--- config.mk ---
export PLATFORM = sky130hd
export DESIGN_NAME = qam_demap_packer
export DESIGN_NICKNAME = d
export VERILOG_FILES = /design/src/rtl/qam_demap_pkg.sv /design/src/rtl/qam_demap_packer_slicer.sv /design/src/rtl/qam_demap_packer.sv
export SDC_FILE = /design/constraint.sdc
export NUM_CORES = 1
export LEC_CHECK = 0
export ABC_CLOCK_PERIOD_IN_PS = 5200
export CAP_MARGIN = 15
export CORE_MARGIN = 2
export CORE_UTILIZATION = 44
export DETAILED_ROUTE_END_ITERATION = 10
export HOLD_SLACK_MARGIN = 0.1
export PLACE_DENSITY = 0.71
export SLEW_MARGIN = 25
export SYNTH_ARGS = -nofsm -noshare
export SYNTH_HDL_FRONTEND = slang
export SYNTH_SLANG_ARGS = --single-unit
export TNS_END_PERCENT = 100
--- constraint.sdc ---
create_clock -name clk -period 5.2 [get_ports clk]
set_clock_uncertainty 0.05 [all_clocks]
set_input_delay 1.04 -clock clk [delete_from_list [all_inputs] [get_ports clk]]
set_output_delay 1.04 -clock clk [all_outputs]
set_load 0.01 [all_outputs]
--- src/rtl/qam_demap_pkg.sv ---
// Shared constants and slicing/mapping helpers for the M-QAM demapper.
// Pure functions only; no state.
package qam_demap_pkg;

  localparam int K_DFLT = 2;
  localparam int L      = 1 << K_DFLT;
  localparam int BPS    = 2 * K_DFLT;

  typedef struct packed {
    logic        clip;
    logic [15:0] idx;
  } slice_t;

  // Nearest odd-integer level: idx = (x + L) >>> 1, clamped to [0, L-1]; ties go up.
  function automatic slice_t slice_idx(input int x, input int k = K_DFLT);
    int     l;
    int     raw;
    slice_t s;
    l      = 1 << k;
    raw    = (x + l) >>> 1;
    s.clip = 1'b0;
    s.idx  = 16'(raw);
    if (raw < 0) begin
      s.clip = 1'b1;
      s.idx  = '0;
    end else if (raw > l - 1) begin
      s.clip = 1'b1;
      s.idx  = 16'(l - 1);
    end
    return s;
  endfunction

  function automatic logic [15:0] to_gray(input logic [15:0] idx);
    return idx ^ (idx >> 1);
  endfunction

endpackage

--- src/rtl/qam_demap_packer_slicer.sv ---
// Combinational single-axis slicer: level index plus clip flag.
// Zero latency; no flow control.
module qam_axis_slicer
  import qam_demap_pkg::*;
#(
  parameter int K    = 2,
  parameter int IN_W = 4
) (
  input  logic signed [IN_W-1:0] i_x,
  output logic        [K-1:0]    o_idx,
  output logic                   o_clip
);

  slice_t w_s;

  assign w_s    = slice_idx(int'(i_x), K);
  assign o_idx  = K'(w_s.idx);
  assign o_clip = w_s.clip;

endmodule

--- src/rtl/qam_demap_packer.sv ---
// M-QAM demapper and symbol packer; closing symbol gives out_valid two cycles after acceptance.
// Input stalls only when a word-closing symbol meets an un-taken output word.
module qam_demap_packer
  import qam_demap_pkg::*;
#(
  parameter int K            = 2,
  parameter int IN_W         = 4,
  parameter int SYM_PER_WORD = 2,
  parameter int GRAY         = 0
) (
  input  logic                                    clk,
  input  logic                                    rst,
  input  logic                                    in_valid,
  output logic                                    in_ready,
  input  logic signed [IN_W-1:0]                  in_i,
  input  logic signed [IN_W-1:0]                  in_q,
  input  logic                                    in_last,
  output logic                                    out_valid,
  input  logic                                    out_ready,
  output logic [2*K*SYM_PER_WORD-1:0]             out_data,
  output logic [$clog2(SYM_PER_WORD+1)-1:0]       out_count,
  output logic                                    out_last,
  output logic [15:0]                             clip_cnt
);

  localparam int SYM_W = 2 * K;
  localparam int OUT_W = SYM_W * SYM_PER_WORD;
  localparam int CNT_W = $clog2(SYM_PER_WORD + 1);

  logic [K-1:0]     w_i_idx, w_q_idx;
  logic             w_i_clip, w_q_clip;
  logic [K-1:0]     w_i_bits, w_q_bits;
  logic [SYM_W-1:0] w_sym;
  logic             w_in_hs;

  logic             r_s1_vld;
  logic [SYM_W-1:0] r_s1_sym;
  logic             r_s1_last;
  logic [OUT_W-1:0] r_acc;
  logic [CNT_W-1:0] r_n;
  logic             r_out_vld;
  logic [OUT_W-1:0] r_out_dat;
  logic [CNT_W-1:0] r_out_cnt;
  logic             r_out_last;
  logic [15:0]      r_clip_cnt;

  logic [CNT_W-1:0] w_n_inc;
  logic             w_close;
  logic             w_s1_adv;
  logic [OUT_W-1:0] w_merged;

  qam_axis_slicer #(.K(K), .IN_W(IN_W)) u_slice_i (
    .i_x    (in_i),
    .o_idx  (w_i_idx),
    .o_clip (w_i_clip)
  );

  qam_axis_slicer #(.K(K), .IN_W(IN_W)) u_slice_q (
    .i_x    (in_q),
    .o_idx  (w_q_idx),
    .o_clip (w_q_clip)
  );

  always_comb begin
    w_i_bits = w_i_idx;
    w_q_bits = w_q_idx;
    if (GRAY != 0) begin
      w_i_bits = K'(to_gray(16'(w_i_idx)));
      w_q_bits = K'(to_gray(16'(w_q_idx)));
    end
  end

  assign w_sym   = {w_i_bits, w_q_bits};
  assign w_n_inc = r_n + CNT_W'(1);
  assign w_close = r_s1_last || (w_n_inc == CNT_W'(SYM_PER_WORD));
  // Only a word-closing symbol needs the output register, so only it can be blocked.
  assign w_s1_adv = r_s1_vld && !(r_out_vld && !out_ready && w_close);
  assign in_ready = !r_s1_vld || w_s1_adv;
  assign w_in_hs  = in_valid && in_ready;

  // New symbol lands directly below the ones already accumulated, MSB first.
  assign w_merged = r_acc | ((OUT_W'(r_s1_sym) << (OUT_W - SYM_W)) >> (SYM_W * int'(r_n)));

  always_ff @(posedge clk or posedge rst) begin
    if (rst) begin
      r_s1_vld   <= 1'b0;
      r_s1_sym   <= '0;
      r_s1_last  <= 1'b0;
      r_clip_cnt <= '0;
    end else begin
      if (w_in_hs) begin
        r_s1_vld  <= 1'b1;
        r_s1_sym  <= w_sym;
        r_s1_last <= in_last;
        if ((w_i_clip || w_q_clip) && (r_clip_cnt != 16'hFFFF))
          r_clip_cnt <= r_clip_cnt + 16'd1;
      end else if (w_s1_adv) begin
        r_s1_vld <= 1'b0;
      end
    end
  end

  always_ff @(posedge clk or posedge rst) begin
    if (rst) begin
      r_acc      <= '0;
      r_n        <= '0;
      r_out_vld  <= 1'b0;
      r_out_dat  <= '0;
      r_out_cnt  <= '0;
      r_out_last <= 1'b0;
    end else if (w_s1_adv && w_close) begin
      r_out_vld  <= 1'b1;
      r_out_dat  <= w_merged;
      r_out_cnt  <= w_n_inc;
      r_out_last <= r_s1_last;
      r_acc      <= '0;
      r_n        <= '0;
    end else begin
      if (out_ready)
        r_out_vld <= 1'b0;
      if (w_s1_adv) begin
        r_acc <= w_merged;
        r_n   <= w_n_inc;
      end
    end
  end

  assign out_valid = r_out_vld;
  assign out_data  = r_out_dat;
  assign out_count = r_out_cnt;
  assign out_last  = r_out_last;
  assign clip_cnt  = r_clip_cnt;

endmodule

# Yosys cells after proc, flatten, opt, wreduce, memory -nomap -nowiden
# Index checks and enable logic that the tools add are counted.
[classes]
add_sub_neg = 4
magnitude_cmp = 4
eq_ne = 2
shift = 1
mux = 12
n_bitwise = 1
reduce_logical = 16
[op_table]
columns = ["cell", "count"]
rows = [
  ["17-bit 2-to-1 mux", 4],
  ["16-bit by 1-bit adder with 16-bit output (second input constant)", 1],
  ["8-bit 2-to-1 mux", 2],
  ["16-bit != test (second input constant)", 1],
  ["4-bit by 4-bit adder with 5-bit output (second input constant)", 2],
  ["4-bit by 3-bit greater-than comparator with 1-bit output (second input constant)", 2],
  ["4-bit by 1-bit less-than comparator with 1-bit output (second input constant)", 2],
  ["8-bit bitwise OR", 1],
  ["8-bit by 4-bit right shift with 8-bit output", 1],
  ["1-bit logical AND", 6],
  ["2-bit nonzero test", 3],
  ["1-bit 2-to-1 mux", 4],
  ["2-bit 2-to-1 mux", 2],
  ["1-bit zero test", 3],
  ["1-bit logical OR", 3],
  ["2-bit by 1-bit adder with 2-bit output (second input constant)", 1],
  ["2-bit equality test (second input constant)", 1],
  ["2-bit AND reduction", 1],
]
[word_totals]
register_bits = 44
in_bits = 13
output_inout_bits = 29

# Depth between registers and ports, before layout
# Gate-level depths: netlist (run 1).
[depth]
depth_word = 9
ltp_mapped = 8
mapped_depth_nobuf = 7

# Cells and area by module
# A second synthesis (run 1) with hierarchy kept.
[unflattened]
cells_unflattened = 195
area_unflattened_um2 = 2088.3
[by_module_without_submodules]
columns = ["module", "n_inst", "cells_each", "area_each_um2", "seq_area_each_um2"]
rows = [
  ["qam_demap_packer", 1, 177, 1983.2, 1101.1],
  ["qam_axis_slicer", 2, 9, 52.6, 0.0],
]

# Worst setup path after synthesis (run 1)
# OpenSTA, ideal clock, no wires.
[synth_path]
path_type = "input-to-output"
startpoint = "in out_ready"
endpoint = "out in_ready"
arrival_time_ns = 1.626
required_ns = 4.110
slack_ns = 2.484
stages = 2
n_path_buf = 0
cell_sequence = "nand2b_1 or3_1"
[synth_via]
elab_chain_cells = 6
[synth_rtl]
columns = ["element", "line", "text"]
rows = [
  ["start, declared", "qam_demap_packer.sv:19", "input logic out_ready,"],
  ["1-bit zero test", "qam_demap_packer.sv:77", "assign w_s1_adv = r_s1_vld && !(r_out_vld && !out_ready && w_close);"],
  ["1-bit logical AND (2 in series)", "qam_demap_packer.sv:77", ""],
  ["1-bit zero test", "qam_demap_packer.sv:77", ""],
  ["1-bit logical AND", "qam_demap_packer.sv:77", ""],
  ["1-bit logical OR", "qam_demap_packer.sv:78", "assign in_ready = !r_s1_vld || w_s1_adv;"],
  ["end, declared", "qam_demap_packer.sv:14", "output logic in_ready,"],
]
# Every way passes these cells.

# Final worst setup path (run 1)
# Same ends and word-level chain as after synthesis.

==> results of run 1 <==
==> state kept, by name (all words and copies together) (netlist names) <==
name	cells
r_s1_last	1
r_s1_vld	1
out_data	8
r_n	2
out_last	1
r_acc	8
clip_cnt	16
out_count	2
r_s1_sym	4
out_valid	1
==> final timing paths <==
| check | end | slack [ns] |
|---|---|---|
| max | in_ready | 1.53 |
| min | out_data[7] | 0.43 |
| max reg2reg | clip_cnt[10] | 3.18 |
| min reg2reg | out_data[7] | 0.43 |
| max in group asynchronous | r_acc[3] | 3.60 |
| min in group asynchronous | out_valid | 1.14 |
==> cells in the mapped netlist <==
| master | count |
|---|---|
| a21oi_1 | 16 |
| a31o_4 | 1 |
| a31oi_1 | 2 |
| a31oi_2 | 1 |
| a32o_1 | 1 |
| and2_1 | 1 |
| and3_1 | 1 |
| and3_4 | 1 |
| and4_4 | 1 |
| clkbuf_1 | 2 |
| dfrtp_1 | 44 |
| ha_1 | 6 |
| inv_1 | 8 |
| mux2_2 | 1 |
| nand2_1 | 28 |
| nand2b_1 | 2 |
| nand3_1 | 8 |
| nand4_1 | 6 |
| nor2_1 | 16 |
| nor2_2 | 1 |
| nor3_1 | 4 |
| nor3_2 | 1 |
| nor4_2 | 2 |
| nor4_4 | 1 |
| o21ai_0 | 14 |
| o21ai_1 | 1 |
| o311ai_2 | 1 |
| o31ai_1 | 2 |
| or2_2 | 1 |
| or3_1 | 1 |
| xnor2_1 | 9 |
| xor2_1 | 6 |
==> routing by layer <==
metal / up-vias / wire, um
li1: 748 / -
met1: 696 / 1820
met2: 37 / 1500
met3: 4 / 173
met4: 0 / 55
met5: - / 0
==> per-stage QoR <==
step | worst slack, ns | total power [uW] | utilization [%]
after global placement | 1.54 | 938 | 55.9
after detailed placement | 1.53 | 946 | 55.9
final | 1.53 | 1150 | 58.0
after CTS | 1.52 | 1160 | 58.0
after floorplan | 2.48 | 747 | -
after global routing | 1.47 | 1240 | 58.0
==> critical path: stages <==
cell	delay (ns)
clkdlybuf4s50_1	0.39
nand2b_1	0.24
or3_1	0.40
clkdlybuf4s50_1	0.50
==> area by class of cell <==
cell class,instances,area [um^2]
tap,52,65.1
sequential,44,1100
clock buffer,8,90.1
fill,393,1830
timing repair buffer,40,398
multi-input combinational,136,842
inverter,8,30.0
==> where the power goes <==
group | total, uW | switching (uW) | internal, uW
clock | 213 | 105 | 108
sequential | 537 | 89.0 | 448
combinational | 397 | 190 | 207
total | 1150 | 384 | 763
==> cell families (layout without fill, tap and decap cells) <==
group                      after synthesis  count (layout)  synth area share [%]
AOI/OAI and AO/OA                       39              39                  12.1
buffers and inverters                   10              56                  1.90
xor gates and xnor gates                15              15                  6.63
muxes                                    1               1                 0.569
adders and majority gates                6               6                  3.79
DFF                                     44              44                  55.6
and+or+nand+nor                         75              75                  19.5
==> flow_metrics.tcl, run 1 <==
set metrics [dict create \
    grt-busiest-layer "met2" \
    place_congestion 0.759 \
    fin_crit_sh_pct 70.5 \
    p_leak_uw 0.00110 \
    crit_path_start_kind "input port" \
    fin_crit_ns 3.67 \
    core_um2 4350 \
    whs_ns 0.429 \
    ys_types 32 \
    grt_start_max_net_pins 45 \
    rows 24 \
    postLayoutCellArea_um2 2530 \
    synthesis.nets 209 \
    reg2reg_from "r_n[1]" \
    h-tree-depth 2 \
    critPathLaunch "out_ready" \
    grt_overflow_total 0 \
    dp.cells 280 \
    cts_buffer_depth 2 \
    synth_top_area_share_pct 55.6 \
    finalSetupTns_ns 0 \
    synth_area_leaders "dfrtp_1 (56%), nand2_1 (5.3%), a21oi_1 (4.0%), xnor2_1 (4.0%), ha_1 (3.8%)" \
    crit_arrival_ns 2.58 \
    synth-seq-cells 44 \
    hold_path_depth 2 \
    use_met1_pct 22.4 \
    netlist_area_um2 1980 \
    clock_sinks 44 \
    min_from "out_data[7]" \
    path_clk_slew_ns 0.07 \
    root_buffer "clkbuf_8" \
    timing_hold_violations_final 0 \
    layout_commonest_cell "dfrtp_1" \
    via_count 1485 \
    syn2layout_area_growth_pct 27.5 \
    status "finished, final reports clean" \
    dieArea_um2 5050 \
    critical_path_class "in2out" \
    clock.fmax_ghz 0.273 \
    hold_path.class "reg2reg" \
    num_io_pins 42 \
    cp.required_ns 4.11 \
    avgRoutedWirePerCell_um 12.3 \
    rr_worst_depth 7 \
    yosysWarningCount 0 \
    grt_pass1_vias 1401 \
    rsz0062_at_grt "false" \
    max_slew.worst_pin.slew_ns 0.534 \
    start_util_pct 45.5 \
    io_buffers 39 \
    drive_gt1_share_pct 8.05 \
    die_x_um 71.1 \
    die_y_um 71.1 \
    critPathCaptureType "output port" \
    antenna_left 0 \
    grt_pass1_wl_mm 6.26 \
    crit_fanout 6 \
    power_density_nw_per_um2 454 \
    cts_tree "yes" \
    ir_drop_v 0.000206 \
    ctsHoldBuffers 0 \
    drtIter0Drc 86 \
    fin_cells 288 \
    dr.pass1.iters 4 \
    drt_wl_total_mm 3.55 \
    drc_errors 0 \
    finalNetCount 254 \
    synth_cells 190 \
    use_met3_pct 3.99 \
    seq_area_frac_synth_pct 55.6 \
    met2_usage_pct 23.1 \
    antenna_cells 0 \
    grt_usage_pct 15.5 \
    layout_common_cells "dfrtp_1 (44), clkdlybuf4s50_1 (39), nand2_1 (28)" \
    antenna_found_initial 0 \
    yosysTopAreaCell "dfrtp_1" \
    postCtsSetupBuffers 0 \
    worst_skew_pair.late_latency_ns 0.29 \
    maxCapViolCount 0 \
    relSlewSlack_pct 64.4 \
    drv_slew 0 \
    setup_viol 0 \
    cts_made_buffers 5 \
    viasPerCell 5.16 \
    place_hpwl_mm 2.65 \
    dpl_cell_area_um2 2440 \
    ctsResizeCount 0 \
    synth_area_per_cell_um2 10.4 \
]
(Power assumes the default switching activity.)
==> run 2, diff against run 1 <==
- ABC_CLOCK_PERIOD_IN_PS: 5200 -> 3800
- clock period: 5.2 -> 3.8 ns (I/O delays scaled with it)
==> run 2 against run 1 <==
Sequential power grew 37%. Largest cell class unchanged. Setup slack lost 0.84 ns. Utilization grew 0.23 points. Clock power grew 38%. Highest routed layer unchanged. Sequential share of layout area shrank 0.17 points. Worst hold slack gained 0.0012 ns. Total power grew 38%. Wire length grew 4.1%. Die area is the same.
==> flow_metrics.tcl, run 2 (synthesis gave the netlist of run 1 again) <==
set metrics [dict create \
    dp.cells 281 \
    grt_pass1_wl_mm 6.15 \
    finalSetupTns_ns 0 \
    antenna_left 0 \
    p_leak_uw 0.00111 \
    rows 24 \
    crit_arrival_ns 2.30 \
    start_util_pct 45.5 \
    clock_sinks 44 \
    layout_common_cells "dfrtp_1 (44), clkdlybuf4s50_1 (39), nand2_1 (28)" \
    min_from "out_data[2]" \
    setup_viol 0 \
    finalNetCount 255 \
    largest_register_ffs 16 \
    die_y_um 71.1 \
    relSlewSlack_pct 41.9 \
    place_congestion 0.757 \
    critPathCaptureType "output port" \
    combinationalPowerShare_pct 34.7 \
    ir_drop_v 0.000406 \
    rr_worst_depth 7 \
    clock.fmax_ghz 0.321 \
    crit_fanout 6 \
    rsz0062_at_grt "false" \
    p_int_uw 1040 \
    whs_ns 0.430 \
    num_io_pins 42 \
    clkPwrFrac_pct 18.7 \
    crit_path_start_kind "input port" \
    syn2layout_area_growth_pct 28.0 \
    core_um2 4350 \
    fin_crit_ns 3.11 \
    root_buffer "clkbuf_8" \
    pwr-share-seq_pct 46.6 \
    max_slew.worst_pin.slew_ns 0.871 \
    ff2ff_setup_slack_ns 1.78 \
    fill_cells 367 \
    fin_cells 289 \
    layout_commonest_cell "dfrtp_1" \
    h-tree-depth 2 \
    antenna_found_initial 0 \
    viasPerCell 5.15 \
    p_switching_uw 537 \
    dp_slack_ns 0.703 \
    drc_errors 0 \
    drt_wl_total_mm 3.70 \
    hold_path_depth 2 \
    hold_path.class "reg2reg" \
    place_hpwl_mm 2.74 \
    drtIter0Drc 72 \
    fin_crit_sh_pct 81.9 \
    critical_path_class "in2out" \
    cts_made_buffers 5 \
    drv_slew 0 \
    ctsHoldBuffers 0 \
    postCtsSetupBuffers 0 \
    grt_overflow_total 0 \
    reg2reg_from "r_n[1]" \
    cts_tree "yes" \
    cp.required_ns 2.99 \
    total_power_uw 1580 \
    status "finished, final reports clean" \
    antenna_cells 0 \
    cts_buffer_depth 2 \
    io_buffers 39 \
    timing_hold_violations_final 0 \
    maxCapViolCount 0 \
    worst_skew_pair.late_latency_ns 0.29 \
    ctsResizeCount 0 \
    dieArea_um2 5050 \
    r2r_end "clip_cnt[15]" \
    path_clk_slew_ns 0.07 \
    grt_usage_pct 15.9 \
    drive_gt1_share_pct 9.28 \
    power_density_nw_per_um2 623 \
    grt_pass1_vias 1284 \
    switching_share_pct 34.0 \
    worst_slack_ns 0.688 \
    dr.pass1.iters 4 \
    grt_start_max_net_pins 23 \
    hold_path_end "out_data[2]" \
    via_count 1487 \
    die_x_um 71.1 \
    avgRoutedWirePerCell_um 12.8 \
]
## run 2: metal layers
layer	GRT usage (%)	up-vias	wire length (um)
li1	-	748	-
met3	4.27	4	160
met5	0	-	0
met4	7.13	0	52
met1	24.3	694	1910
met2	20.9	41	1570
## run 2: final cells by class
class	count	area (um^2)	share of cell area (%)
sequential	44	1100	43.4
clock buffer	6	82.6	3.26
clock inverter	2	10.0	0.395
multi-input combinational	136	842	33.2
inverter	8	30.0	1.18
timing repair buffer	41	405	16.0
tap	52	65.1	2.57
## run 2: through the flow
stage	cell area, um^2	utilization, %
3_5_place_dp	2440	56.1
3_3_place_gp	2440	56.1
2_1_floorplan	1980	-
6_report	2540	58.2
4_1_cts	2540	58.2
5_1_grt	2540	58.2
## run 2: critical path, stage by stage
cell and delay, ns:
clkdlybuf4s50_1 0.39, nand2b_1 0.25, or3_1 0.40, clkdlybuf4s50_1 0.50
## run 2: worst max-delay path by stage
| stage | start | to | slack (ns) | depth (start not counted) |
|---|---|---|---|---|
| floorplan | out_ready | in_ready | 1.64 | 2 |
| global placement | out_ready | in_ready | 0.70 | 4 |
| detailed placement | out_ready | in_ready | 0.70 | 4 |
| CTS | out_ready | in_ready | 0.69 | 4 |
| global route | out_ready | in_ready | 0.64 | 4 |
| finish | out_ready | in_ready | 0.69 | 4 |
## run 2: power by group through the flow
stage	sequential, uW	combinational [uW]	clock (uW)
5_1_grt	758	610	327
3_3_place_gp	740	545	0
3_5_place_dp	744	552	0
4_1_cts	736	555	308
6_report	736	548	295
2_1_floorplan	767	256	0
